`src/rtl/wave_seq_pkg.sv`:
```
// Shared constants for the waveform sequencer: state encoding, mode codes
// and default widths.
package wave_seq_pkg;

  localparam int PHASE_W_DEF = 3;
  localparam int DIV_W_DEF   = 8;
  localparam int REP_W_DEF   = 4;

  typedef enum logic [1:0] {
    ST_IDLE = 2'd0,
    ST_RUN  = 2'd1,
    ST_DONE = 2'd2
  } state_e;

  localparam logic [1:0] MODE_SAW    = 2'b00;
  localparam logic [1:0] MODE_RAMPDN = 2'b01;
  localparam logic [1:0] MODE_TRI    = 2'b10;
  localparam logic [1:0] MODE_SQR    = 2'b11;

endpackage

```
`src/rtl/phase_counter.sv`:
```
// W-bit phase counter with synchronous clear and enable. Exposes the next
// count so the owner can register a sample that lines up with the phase,
// and a wrap flag for the step that rolls max back to zero.
module phase_counter #(
  parameter int W = 3
) (
  input  logic         clock,
  input  logic         clr,
  input  logic         en,
  output logic [W-1:0] count,
  output logic [W-1:0] count_nxt,
  output logic         wrap
);

  logic [W-1:0] count_q, count_d;

  // clear beats enable; otherwise count up by one on enable
  always_comb begin
    count_d = count_q;
    if (clr)     count_d = '0;
    else if (en) count_d = count_q + W'(1);
  end

  // count register
  always_ff @(posedge clock) begin
    count_q <= count_d;
  end

  assign count     = count_q;
  assign count_nxt = count_d;
  assign wrap      = en && (count_q == '1);

endmodule

```
`src/rtl/waveform_sequencer.sv`:
```
// Waveform sequencer: runs the phase counter through whole 8-step periods,
// each phase lasting divider+1 cycles, and maps phase to a waveform sample.
// Optional feature macro: WAVE_SEQ_PAUSE_EN adds a pause input that freezes
// the run while high.
module waveform_sequencer
  import wave_seq_pkg::*;
#(
  parameter int PHASE_W = PHASE_W_DEF,
  parameter int DIV_W   = DIV_W_DEF,
  parameter int REP_W   = REP_W_DEF
) (
  input  logic               clock,
  input  logic               clear,
  input  logic               start,
  input  logic               abort,
  input  logic [1:0]         mode,
  input  logic [DIV_W-1:0]   divider,
  input  logic [REP_W-1:0]   repeat_cnt,
`ifdef WAVE_SEQ_PAUSE_EN
  input  logic               pause,
`endif
  output logic               busy,
  output logic               done,
  output logic [PHASE_W-1:0] phase,
  output logic [PHASE_W-1:0] wave_out
);

  state_e             state_q, state_d;
  logic [1:0]         mode_q, mode_d;
  logic [DIV_W-1:0]   div_q, div_d, presc_q, presc_d;
  logic [REP_W-1:0]   rep_q, rep_d, per_q, per_d;
  logic [PHASE_W-1:0] wave_q, wave_d;
  logic               busy_q, busy_d, done_q, done_d;

  logic               paused, start_acc, abort_run, step, pc_clr, wrap;
  logic [PHASE_W-1:0] phase_nxt;

`ifdef WAVE_SEQ_PAUSE_EN
  assign paused = pause;
`else
  assign paused = 1'b0;
`endif

  // abort wins over start in IDLE and over a completing step in RUN
  assign start_acc = (state_q == ST_IDLE) && start && !abort;
  assign abort_run = (state_q == ST_RUN) && abort;
  assign step      = (state_q == ST_RUN) && !abort && !paused && (presc_q == div_q);
  assign pc_clr    = clear || start_acc || abort_run;

  phase_counter #(.W(PHASE_W)) u_phase (
    .clock     (clock),
    .clr       (pc_clr),
    .en        (step),
    .count     (phase),
    .count_nxt (phase_nxt),
    .wrap      (wrap)
  );

  function automatic logic [PHASE_W-1:0] wmap(input logic [1:0] m,
                                              input logic [PHASE_W-1:0] p);
    logic [PHASE_W-1:0] dbl;
    dbl = {p[PHASE_W-2:0], 1'b0};
    case (m)
      MODE_SAW:    wmap = p;
      MODE_RAMPDN: wmap = ~p;
      MODE_TRI:    wmap = p[PHASE_W-1] ? ~dbl : dbl;
      default:     wmap = p[PHASE_W-1] ? '0 : '1;
    endcase
  endfunction

  // next-state: FSM, prescaler, period count and registered outputs
  always_comb begin
    state_d = state_q;
    mode_d  = mode_q;
    div_d   = div_q;
    rep_d   = rep_q;
    presc_d = presc_q;
    per_d   = per_q;
    case (state_q)
      ST_IDLE: begin
        if (start_acc) begin
          state_d = ST_RUN;
          mode_d  = mode;
          div_d   = divider;
          rep_d   = repeat_cnt;
          presc_d = '0;
          per_d   = '0;
        end
      end
      ST_RUN: begin
        if (abort) begin
          state_d = ST_IDLE;
        end else if (!paused) begin
          if (step) begin
            presc_d = '0;
            if (wrap) begin
              per_d = per_q + REP_W'(1);
              // repeat_cnt==0 runs forever; per_q is then free to wrap
              if ((rep_q != '0) && (per_d == rep_q)) state_d = ST_DONE;
            end
          end else begin
            presc_d = presc_q + DIV_W'(1);
          end
        end
      end
      ST_DONE: state_d = ST_IDLE;
      default: state_d = ST_IDLE;
    endcase
    busy_d = (state_d != ST_IDLE);
    done_d = (state_d == ST_DONE);
    // sample is registered alongside the phase so both change together
    wave_d = (state_d == ST_RUN) ? wmap(mode_d, phase_nxt) : '0;
  end

  // state registers with synchronous active-high clear
  always_ff @(posedge clock) begin
    if (clear) begin
      state_q <= ST_IDLE;
      mode_q  <= '0;
      div_q   <= '0;
      rep_q   <= '0;
      presc_q <= '0;
      per_q   <= '0;
      wave_q  <= '0;
      busy_q  <= 1'b0;
      done_q  <= 1'b0;
    end else begin
      state_q <= state_d;
      mode_q  <= mode_d;
      div_q   <= div_d;
      rep_q   <= rep_d;
      presc_q <= presc_d;
      per_q   <= per_d;
      wave_q  <= wave_d;
      busy_q  <= busy_d;
      done_q  <= done_d;
    end
  end

  assign busy     = busy_q;
  assign done     = done_q;
  assign wave_out = wave_q;

endmodule

```
`config.mk`:
```
export PLATFORM = sky130hd
export DESIGN_NAME = waveform_sequencer
export DESIGN_NICKNAME = d
export VERILOG_FILES = /design/src/rtl/wave_seq_pkg.sv /design/src/rtl/phase_counter.sv /design/src/rtl/waveform_sequencer.sv
export SDC_FILE = /design/constraint.sdc
export NUM_CORES = 1
export LEC_CHECK = 0
export CAP_MARGIN = 0
export CORE_ASPECT_RATIO = 0.6
export CORE_MARGIN = 5
export CORE_UTILIZATION = 45
export CTS_CLUSTER_DIAMETER = 100
export CTS_CLUSTER_SIZE = 24
export DETAILED_ROUTE_END_ITERATION = 8
export GPL_TIMING_DRIVEN = 0
export PLACE_DENSITY = 0.74
export RECOVER_POWER = 100
export SYNTH_ARGS = -nofsm -noshare
export SYNTH_HDL_FRONTEND = slang
export SYNTH_SLANG_ARGS = --single-unit
```
`constraint.sdc`:
```
create_clock -name clock -period 3.44 [get_ports clock]
set_input_delay 0.688 -clock clock [delete_from_list [all_inputs] [get_ports clock]]
set_output_delay 0.688 -clock clock [all_outputs]
set_load 0.01 [all_outputs]
```
==> results of run 1 <==
-- flip-flops by register name, summed over array words and instances, names as in the netlist --
| signal | flops |
|---|---|
| div_q | 8 |
| presc_q | 8 |
| per_q | 4 |
| rep_q | 4 |
| u_phase.count | 3 |
| wave_out | 3 |
| mode_q | 2 |
| state_q | 2 |
| busy | 1 |
| done | 1 |
-- through the flow --
stage | cell area, sq um | setup WS, ns
after floorplan | 1760 | 0.700
after global placement | 2070 | 0.0730
after detailed placement | 2070 | 0.0655
after CTS | 2160 | 0.370
after global routing | 2150 | 0.139
final | 2150 | 0.304
-- final cells by class --
class	count	area, sq um	area share [%]
repair buffers	25	250	11.6
multi-input cells	160	981	45.5
plain buffers	9	35.0	1.63
well taps	47	58.8	2.73
flip-flops and latches	36	721	33.4
clock inverters	1	7.51	0.348
clock buffers	7	86.3	4.01
inverters	4	15.0	0.697
-- worst paths after layout --
kind	from	endpoint	slack, ns	depth (start not counted)
worst min register to register	div_q[5]	div_q[5]	0.47	2
worst min-delay path	div_q[5]	div_q[5]	0.47	2
worst max register to register	state_q[0]	per_q[3]	0.77	7
worst max-delay path	abort	per_q[3]	0.30	8
-- worst max-delay path, delay by kind of cell --
| kind | cells | cell delay, ns |
|---|---|---|
| and+or+nand+nor | 4 | 1.66 |
| buffers and inverters | 2 | 0.62 |
| AOI/OAI and AO/OA | 2 | 0.39 |
-- layer usage --
| metal | vias to the layer above | track usage [%] | wire [microns] |
|---|---|---|---|
| met5 | - | 0 | 0 |
| met3 | 4 | 4.60 | 191 |
| met1 | 680 | 22.2 | 2120 |
| met4 | 0 | 4.46 | 42 |
| li1 | 789 | - | - |
| met2 | 26 | 19.5 | 1350 |
-- kinds of logic (layout without fill, tap and decap cells) --
| group | count (synthesis) | after routing | synth area share [%] |
|---|---|---|---|
| simple gates | 97 | 97 | 27.6 |
| flops | 36 | 36 | 41.0 |
| compound gates | 28 | 28 | 9.46 |
| xor+xnor | 24 | 24 | 11.9 |
| buf+inv | 13 | 46 | 2.92 |
| mux | 7 | 7 | 4.27 |
| fa+ha+maj | 4 | 4 | 2.85 |
-- layout by cell type, fill, tap and decap left out, types with 3 or more instances in the layout --
cell / count
mux2i_1: 3
ha_1: 4
nor4_1: 3
xnor2_1: 15
clkbuf_8: 6
dlygate4sd3_1: 8
dfxtp_1: 36
inv_1: 4
nand4_1: 7
nor2_1: 18
clkdlybuf4s50_1: 17
xor2_1: 9
or3_1: 3
and3_1: 4
nand3_1: 8
nor3_1: 4
clkbuf_1: 9
nand2_1: 36
a21oi_1: 17
o21ai_0: 3
-- power by group through the flow --
| stage | clock (mW) | sequential, mW | combinational (mW) |
|---|---|---|---|
| finish | 0.315 | 0.439 | 0.102 |
| global route | 0.341 | 0.440 | 0.113 |
| CTS | 0.320 | 0.439 | 0.103 |
| detailed placement | 0 | 0.448 | 0.103 |
| global placement | 0 | 0.448 | 0.102 |
| floorplan | 0 | 0.446 | 0.0637 |
==> results_dict.tcl, run 1 <==
set metrics [dict create \
    status "complete, no violations" \
    grt_start_max_net_pins 12 \
    cts.repair.resized 0 \
    clk_path_buf_depth 2 \
    grt_pass1_wl_mm 6.22 \
    critical_path.most_common_cell "or3_1" \
    drtIter0Drc 102 \
    worst_setup_path_end_kind "flop" \
    diodes 0 \
    cts_hold_buf 0 \
    fin_cells 289 \
    grt.total_usage_pct 14.7 \
    max_cap_viol_count 0 \
    die-area_sq_um 5300 \
    switching_share_pct 25.2 \
    synthArstFlopShare_pct 0 \
    worst_setup_path_start_kind "input port" \
    worstSetupPathType "input port to flop" \
    hold_viol_final 0 \
    yosys.cell_types.count 38 \
    synth_flop_cell "dfxtp_1" \
    clockRootBuffer "clkbuf_8" \
    h-tree-depth 2 \
    cts_tree "yes" \
    syn_area_per_cell_sq_um 8.42 \
    numCtsBuffers 5 \
    seq_area_frac_synth_pct 41.0 \
    finalSetupViolCount 0 \
    path_clk_slew_ns 0.07 \
    crit_path_max_fanout 7 \
    die_y_microns 58.4 \
    fin_hold_ws_ns 0.471 \
    power_leakage_nw 0.835 \
    critPathMaxStageDelay_ns 0.48 \
    synthTopCellsByArea "dfxtp_1 (41%), nand2_1 (7.7%), xnor2_1 (7.5%), a21oi_1 (4.8%), xor2_1 (4.5%)" \
    crit_arrival_ns 3.36 \
    antenna_left 0 \
    initial_core_util_pct 47.3 \
    ir_worst_vdd_mv 0.222 \
    core_sq_um 3720 \
    netlist_instances 209 \
    grt_overflow 0 \
    relSlewSlack_pct 48.1 \
    die_w_microns 90.7 \
    layout-drive-gt1-share_pct 7.02 \
    fin_crit_sh_pct 91.2 \
    route.detailed.drc 0 \
    slew_viol_final 0 \
    cts.sinks 36 \
    num-fill-cells 354 \
    area_delta_synth_final_pct 22.5 \
    setup_tns_ns 0 \
    row_count 17 \
    dp_hpwl_mm 2.81 \
    clk-insertion-delay-late_ns 0.28 \
    switchingPower_uw 216 \
    nets 263 \
    min_period_ns 3.14 \
    critPathRequiredTime_ns 3.66 \
    p_total_uw 855 \
    fin_util_pct 57.9 \
    p_clk_share_pct 36.8 \
    synth-edff-count 0 \
    rsz0062_at_grt "no" \
    yosys.area.top_type "dfxtp_1" \
    p_comb_share_pct 11.9 \
    synth.top_cell.area_share_pct 41.0 \
    via_per_inst 5.19 \
    grt_pass1_vias 1319 \
    place_inst 281 \
    via_count 1499 \
    grt_antenna_before_repair 0 \
    place_congestion 0.855 \
    max_slew.worst_pin.slew_ns 0.772 \
    p_per_area_nw_per_um2 397 \
    worst_clock_skew_ns 0.00351 \
    synthTopCellsByCount "dfxtp_1 (36), nand2_1 (36), nor2_1 (18), a21oi_1 (17), xnor2_1 (15)" \
    power_frac_seq_pct 51.3 \
    worstHoldPathType "flop to flop" \
    wl_per_cell_microns 12.8 \
    post_cts_buffers 0 \
    syn_area_sq_um 1760 \
    clock.fmax_mhz 319 \
    ys_ff_latch 36 \
    io_buffer_count 25 \
    drt_wl_total_mm 3.71 \
    cpMaxStageDelayCell "or4_1" \
    yosysWarnings 0 \
    synth_nets 231 \
    intPower_uw 639 \
    io_pins 26 \
    cp_cell_sequence "clkdlybuf4s50_1 -> or3b_1 -> clkbuf_1 -> or3_1 -> or4_1 -> a21o_1 -> or3_1 -> a21oi_2" \
    dr.pass1.iters 4 \
]
No activity file was read; power rests on OpenSTA's default activity.
==> inputs of run 2 (changes only) <==
==> constraint.sdc (replaced) <==
create_clock -name clock -period 3.3 [get_ports clock]
set_input_delay 0.66 -clock clock [delete_from_list [all_inputs] [get_ports clock]]
set_output_delay 0.66 -clock clock [all_outputs]
set_load 0.01 [all_outputs]
==> run 2 against run 1 <==
Sequential power rose by 4%. Setup slack got worse by 0.11 ns. Hold slack did not move. Sequential cell count did not move.
==> results_dict.tcl, run 2 (synthesis gave the netlist of run 1 again) <==
set metrics [dict create \
    max_slew.worst_pin.slew_ns 0.772 \
    grt_start_max_net_pins 12 \
    worstSetupPathType "input port to flop" \
    clockRootBuffer "clkbuf_8" \
    layout-drive-gt1-share_pct 7.44 \
    mostFrequentLayoutCells "nand2_1 (36), dfxtp_1 (36), nor2_1 (18)" \
    route.detailed.drc 0 \
    wl_per_cell_microns 12.9 \
    power_leakage_nw 0.836 \
    area_delta_synth_final_pct 22.5 \
    hold_viol_final 0 \
    p_per_area_nw_per_um2 414 \
    diodes 0 \
    crit_arrival_ns 3.33 \
    h-tree-depth 2 \
    worst_clock_skew_ns 0.00351 \
    post_cts_buffers 0 \
    initial_core_util_pct 47.3 \
    critPathMaxStageDelay_ns 0.48 \
    antenna_left 0 \
    crit_end "per_q[3]" \
    grt.total_usage_pct 14.7 \
    min_period_ns 3.11 \
    place_congestion 0.855 \
    clk_path_buf_depth 2 \
    cts.sinks 36 \
    groute.layer.met2.usage_pct 19.5 \
    worst_slack_ns 0.192 \
    max_cap_viol_count 0 \
    fin_crit_sh_pct 94.2 \
    dr.pass1.iters 4 \
    worstHoldPathType "flop to flop" \
    critical_path.most_common_cell "or3_1" \
    grt_overflow 0 \
    regToRegEndpoint "per_q[3]" \
    die-area_sq_um 5300 \
    rr_startpoint "state_q[0]" \
    ir_worst_vdd_mv 0.232 \
    nets 263 \
    cp_cell_sequence "clkdlybuf4s50_1 -> or3b_1 -> clkbuf_1 -> or3_1 -> or4_1 -> a21o_1 -> or3_1 -> a21oi_2" \
    setup_tns_ns 0 \
    grt_pass1_wl_mm 6.22 \
    dp_hpwl_mm 2.81 \
    grt_pass1_vias 1319 \
    crit_path_max_fanout 7 \
    worst_setup_path_end_kind "flop" \
    clock.fmax_mhz 322 \
    io_buffer_count 25 \
    relSlewSlack_pct 48.1 \
    met1_usage_pct 22.2 \
    numCtsBuffers 5 \
    die_y_microns 58.4 \
    critPathRequiredTime_ns 3.52 \
    clk-insertion-delay-late_ns 0.28 \
    final_area_sq_um 2150 \
    critPathLaunch "abort" \
    cts_hold_buf 0 \
    drtIter0Drc 102 \
    dp_worst_setup_slack_ns -0.0465 \
    via_count 1499 \
    drt_wl_total_mm 3.71 \
    status "complete, no violations" \
    cpMaxStageDelayCell "or4_1" \
    worst_setup_path_start_kind "input port" \
    top_regs "div_q x8, presc_q x8" \
    dpl_cell_area_sq_um 2070 \
    slew_viol_final 0 \
    core_sq_um 3720 \
    rsz0062_at_grt "no" \
    cts_tree "yes" \
    io_pins 26 \
    finalSetupViolCount 0 \
    r2r_cells 7 \
    use_met3_pct 4.60 \
    top_usage_layer "met1" \
    row_count 17 \
    grt_antenna_before_repair 0 \
    path_clk_slew_ns 0.07 \
    r2r_setup_slack_ns 0.63 \
    die_w_microns 90.7 \
    via_per_inst 5.19 \
    cts.repair.resized 0 \
]
## run 2: cell types whose count changed in the layout (fill, tap and decap cells not counted)
cell	delta
mux2_2	+1
mux2_1	-1
## run 2: area by class of cell
type	instances	area, sq um
inverters	4	15.0
fillers	354	1570
clock buffers	7	86.3
repair buffers	25	250
multi-input cells	160	981
well taps	47	58.8
clock inverters	1	7.51
flip-flops and latches	36	721
plain buffers	9	35.0
## run 2: metal layers
layer / routed length [microns] / up-vias
li1: - / 789
met1: 2130 / 680
met2: 1360 / 26
met3: 191 / 4
met4: 42 / 0
met5: 0 / -
## run 2: metrics by stage
stage	hold slack, ns	total power, mW	std cells	utilization [%]
2_1_floorplan	0.443	0.532	209	-
3_3_place_gp	0.461	0.573	281	55.6
3_5_place_dp	0.463	0.574	281	55.6
4_1_cts	0.473	0.898	289	58.1
5_1_grt	0.493	0.932	289	57.9
6_report	0.471	0.891	289	57.9
## run 2: how the worst min path moves through the flow
| stage | start | endpoint | slack (ns) | cells after the start |
|---|---|---|---|---|
| 3_5_place_dp | div_q[6] | div_q[6] | 0.46 | 2 |
| 3_3_place_gp | div_q[6] | div_q[6] | 0.46 | 2 |
| 2_1_floorplan | div_q[6] | div_q[6] | 0.44 | 2 |
| 6_report | div_q[5] | div_q[5] | 0.47 | 2 |
| 4_1_cts | div_q[6] | div_q[6] | 0.47 | 2 |
| 5_1_grt | div_q[5] | div_q[5] | 0.49 | 2 |
## run 2: power by group
part	total, mW	leakage (nW)	switching (mW)	internal, mW
Sequential	0.457	0.292	0.0110	0.446
Combinational	0.106	0.499	0.0555	0.0504
Clock	0.328	0.0445	0.158	0.170
Total	0.891	0.836	0.225	0.666
## run 2: worst max-delay path, delay by kind of cell
kind,cells,cell delay [ns]
simple gates,4,1.66
buf+inv,2,0.62
compound gates,2,0.39
==> inputs of run 3 (changes only) <==
--- a/config.mk
+++ b/config.mk
@@ -5,7 +5,6 @@
 export SDC_FILE = /design/constraint.sdc
 export NUM_CORES = 1
 export LEC_CHECK = 0
-export CAP_MARGIN = 0
 export CORE_ASPECT_RATIO = 0.6
 export CORE_MARGIN = 5
 export CORE_UTILIZATION = 45
==> constraint.sdc (replaced) <==
create_clock -name clock -period 2.95 [get_ports clock]
set_input_delay 0.59 -clock clock [delete_from_list [all_inputs] [get_ports clock]]
set_output_delay 0.59 -clock clock [all_outputs]
set_load 0.01 [all_outputs]
==> run 3 against run 2 <==
Register-to-register slack got worse by 0.32 ns. Global-route usage stayed put. Cell count did not move. Design area is 1.5% higher. Combinational power increased by 16%. Utilization increased by 0.84 points. Sequential power is 12% higher. Critical path depth stayed put. Power is 12% higher. Via count shrank 0.73%. Critical endpoint is now wave_out[1].
==> results_dict.tcl, run 3 (synthesis gave the netlist of run 1 again) <==
set metrics [dict create \
    via_count 1488 \
    power_frac_seq_pct 51.1 \
    die-area_sq_um 5300 \
    top_regs "div_q x8, presc_q x8" \
    drt_wl_total_mm 3.74 \
    worstHoldPathType "flop to flop" \
    path_clk_slew_ns 0.07 \
    mostFrequentLayoutCells "nand2_1 (36), dfxtp_1 (36), nor2_1 (18)" \
    critPathRequiredTime_ns 3.12 \
    grt_pass1_vias 1317 \
    status "complete, no violations" \
    hold_viol_final 0 \
    power_leakage_nw 0.846 \
    grt_overflow 0 \
    worstSetupPathType "input port to flop" \
    worst_slack_ns 0.206 \
    max_cap_viol_count 0 \
    r2r_cells 7 \
    holdPathStages 2 \
    grt_antenna_before_repair 0 \
    numCtsBuffers 5 \
    diodes 0 \
    cts.sinks 36 \
    crit_family "simple AND/OR/NAND/NOR gates" \
    fin_hold_ws_ns 0.471 \
    max_slew.worst_pin.slew_ns 0.759 \
    dp_hpwl_mm 2.81 \
    fin_crit_sh_pct 93.0 \
    antenna_left 0 \
    layout-drive-gt1-share_pct 9.09 \
    io_pins 26 \
    core_sq_um 3720 \
    place_congestion 0.855 \
    area_delta_synth_final_pct 24.3 \
    intPower_uw 748 \
    clk_path_buf_depth 2 \
    finalSetupViolCount 0 \
    clockRootBuffer "clkbuf_8" \
    slew_viol_final 0 \
    ir_worst_vdd_mv 0.261 \
    relSlewSlack_pct 48.7 \
    dr.pass1.iters 4 \
    clk-insertion-delay-late_ns 0.29 \
    die_w_microns 90.7 \
    fin_cells 289 \
    switching_share_pct 25.3 \
    io_buffer_count 25 \
    worst_setup_path_end_kind "flop" \
    cp.buffers_inverters 2 \
    initial_core_util_pct 47.3 \
    die_y_microns 58.4 \
    p_per_area_nw_per_um2 458 \
    min_period_ns 2.74 \
    route.detailed.drc 0 \
    post_cts_buffers 0 \
    nets 263 \
    h-tree-depth 2 \
    fin_util_pct 58.7 \
    drtIter0Drc 124 \
    switchingPower_uw 254 \
    grt_pass1_wl_mm 6.21 \
    path_depth 8 \
    rsz0062_at_grt "no" \
    cts_hold_buf 0 \
    wl_per_cell_microns 12.9 \
    place_inst 281 \
    p_total_mw 1.00 \
    grt.total_usage_pct 14.7 \
    cts_tree "yes" \
    worst_setup_path_start_kind "input port" \
    cpMaxStageDelayCell "or4b_2" \
    clock.fmax_mhz 364 \
    grt_start_max_net_pins 12 \
    p_clk_share_pct 36.6 \
    dp_worst_setup_slack_ns -0.326 \
    row_count 17 \
    via_per_inst 5.15 \
    crit_path_max_fanout 10 \
    num-fill-cells 347 \
    worst_clock_skew_ns 0.00568 \
    p_comb_share_pct 12.2 \
    cp_cell_sequence "dlygate4sd3_1 -> or4b_2 -> buf_2 -> mux2i_4 -> o211ai_1 -> nor3_1 -> xnor2_1 -> o22ai_1" \
    critPathMaxStageDelay_ns 0.63 \
    crit_arrival_ns 2.92 \
]
## run 3: final cells by class
cell class	instances	area [sq um]	share of cell area [%]
buffer	9	35.0	1.60
clock buffer	7	86.3	3.95
clock inverter	1	7.51	0.343
inverter	4	15.0	0.687
multi-input combinational	160	1010	46.2
sequential	36	721	33.0
tap	47	58.8	2.69
timing repair buffer	25	253	11.6
## run 3: what timing repair did
item / 4_1_cts / 5_1_grt
setup endpoints to repair: 1 / 4
gates resized for setup: 1 / 5
pin swaps: 0 / 0
## run 3: final timing paths
path | startpoint | endpoint | slack (ns)
hold / removal | div_q[5] | div_q[5] | 0.47
setup / recovery | start | wave_out[1] | 0.21
setup reg to reg | state_q[0] | wave_out[1] | 0.31
hold reg to reg | div_q[5] | div_q[5] | 0.47
## run 3: power by group through the flow
stage               logic (mW)  clock network [mW]  registers, mW
floorplan               0.0743                   0          0.521
global route             0.136               0.399          0.514
finish                   0.123               0.367          0.512
CTS                      0.120               0.374          0.511
detailed placement       0.120                   0          0.523
global placement         0.118                   0          0.522
## run 3: tightest hold or removal path: stages, from the launching register on
cell and delay, ns:
dfxtp_1 0.32, nand2_1 0.05, a21oi_1 0.05
## run 3: stage by stage
step	cell area (sq um)	TNS, ns
floorplan	1760	0
global placement	2070	-1.90
detailed placement	2070	-2.10
CTS	2170	0
global route	2190	0
finish	2190	0
## run 3: layer usage
| metal | up-vias | wire, microns | track usage [%] | part of all wire, % |
|---|---|---|---|---|
| li1 | 785 | - | - | - |
| met4 | 0 | 27 | 4.46 | 0.72 |
| met1 | 671 | 2110 | 22.2 | 56 |
| met3 | 4 | 203 | 4.60 | 5.4 |
| met5 | - | 0 | 0 | 0 |
| met2 | 28 | 1400 | 19.5 | 37 |
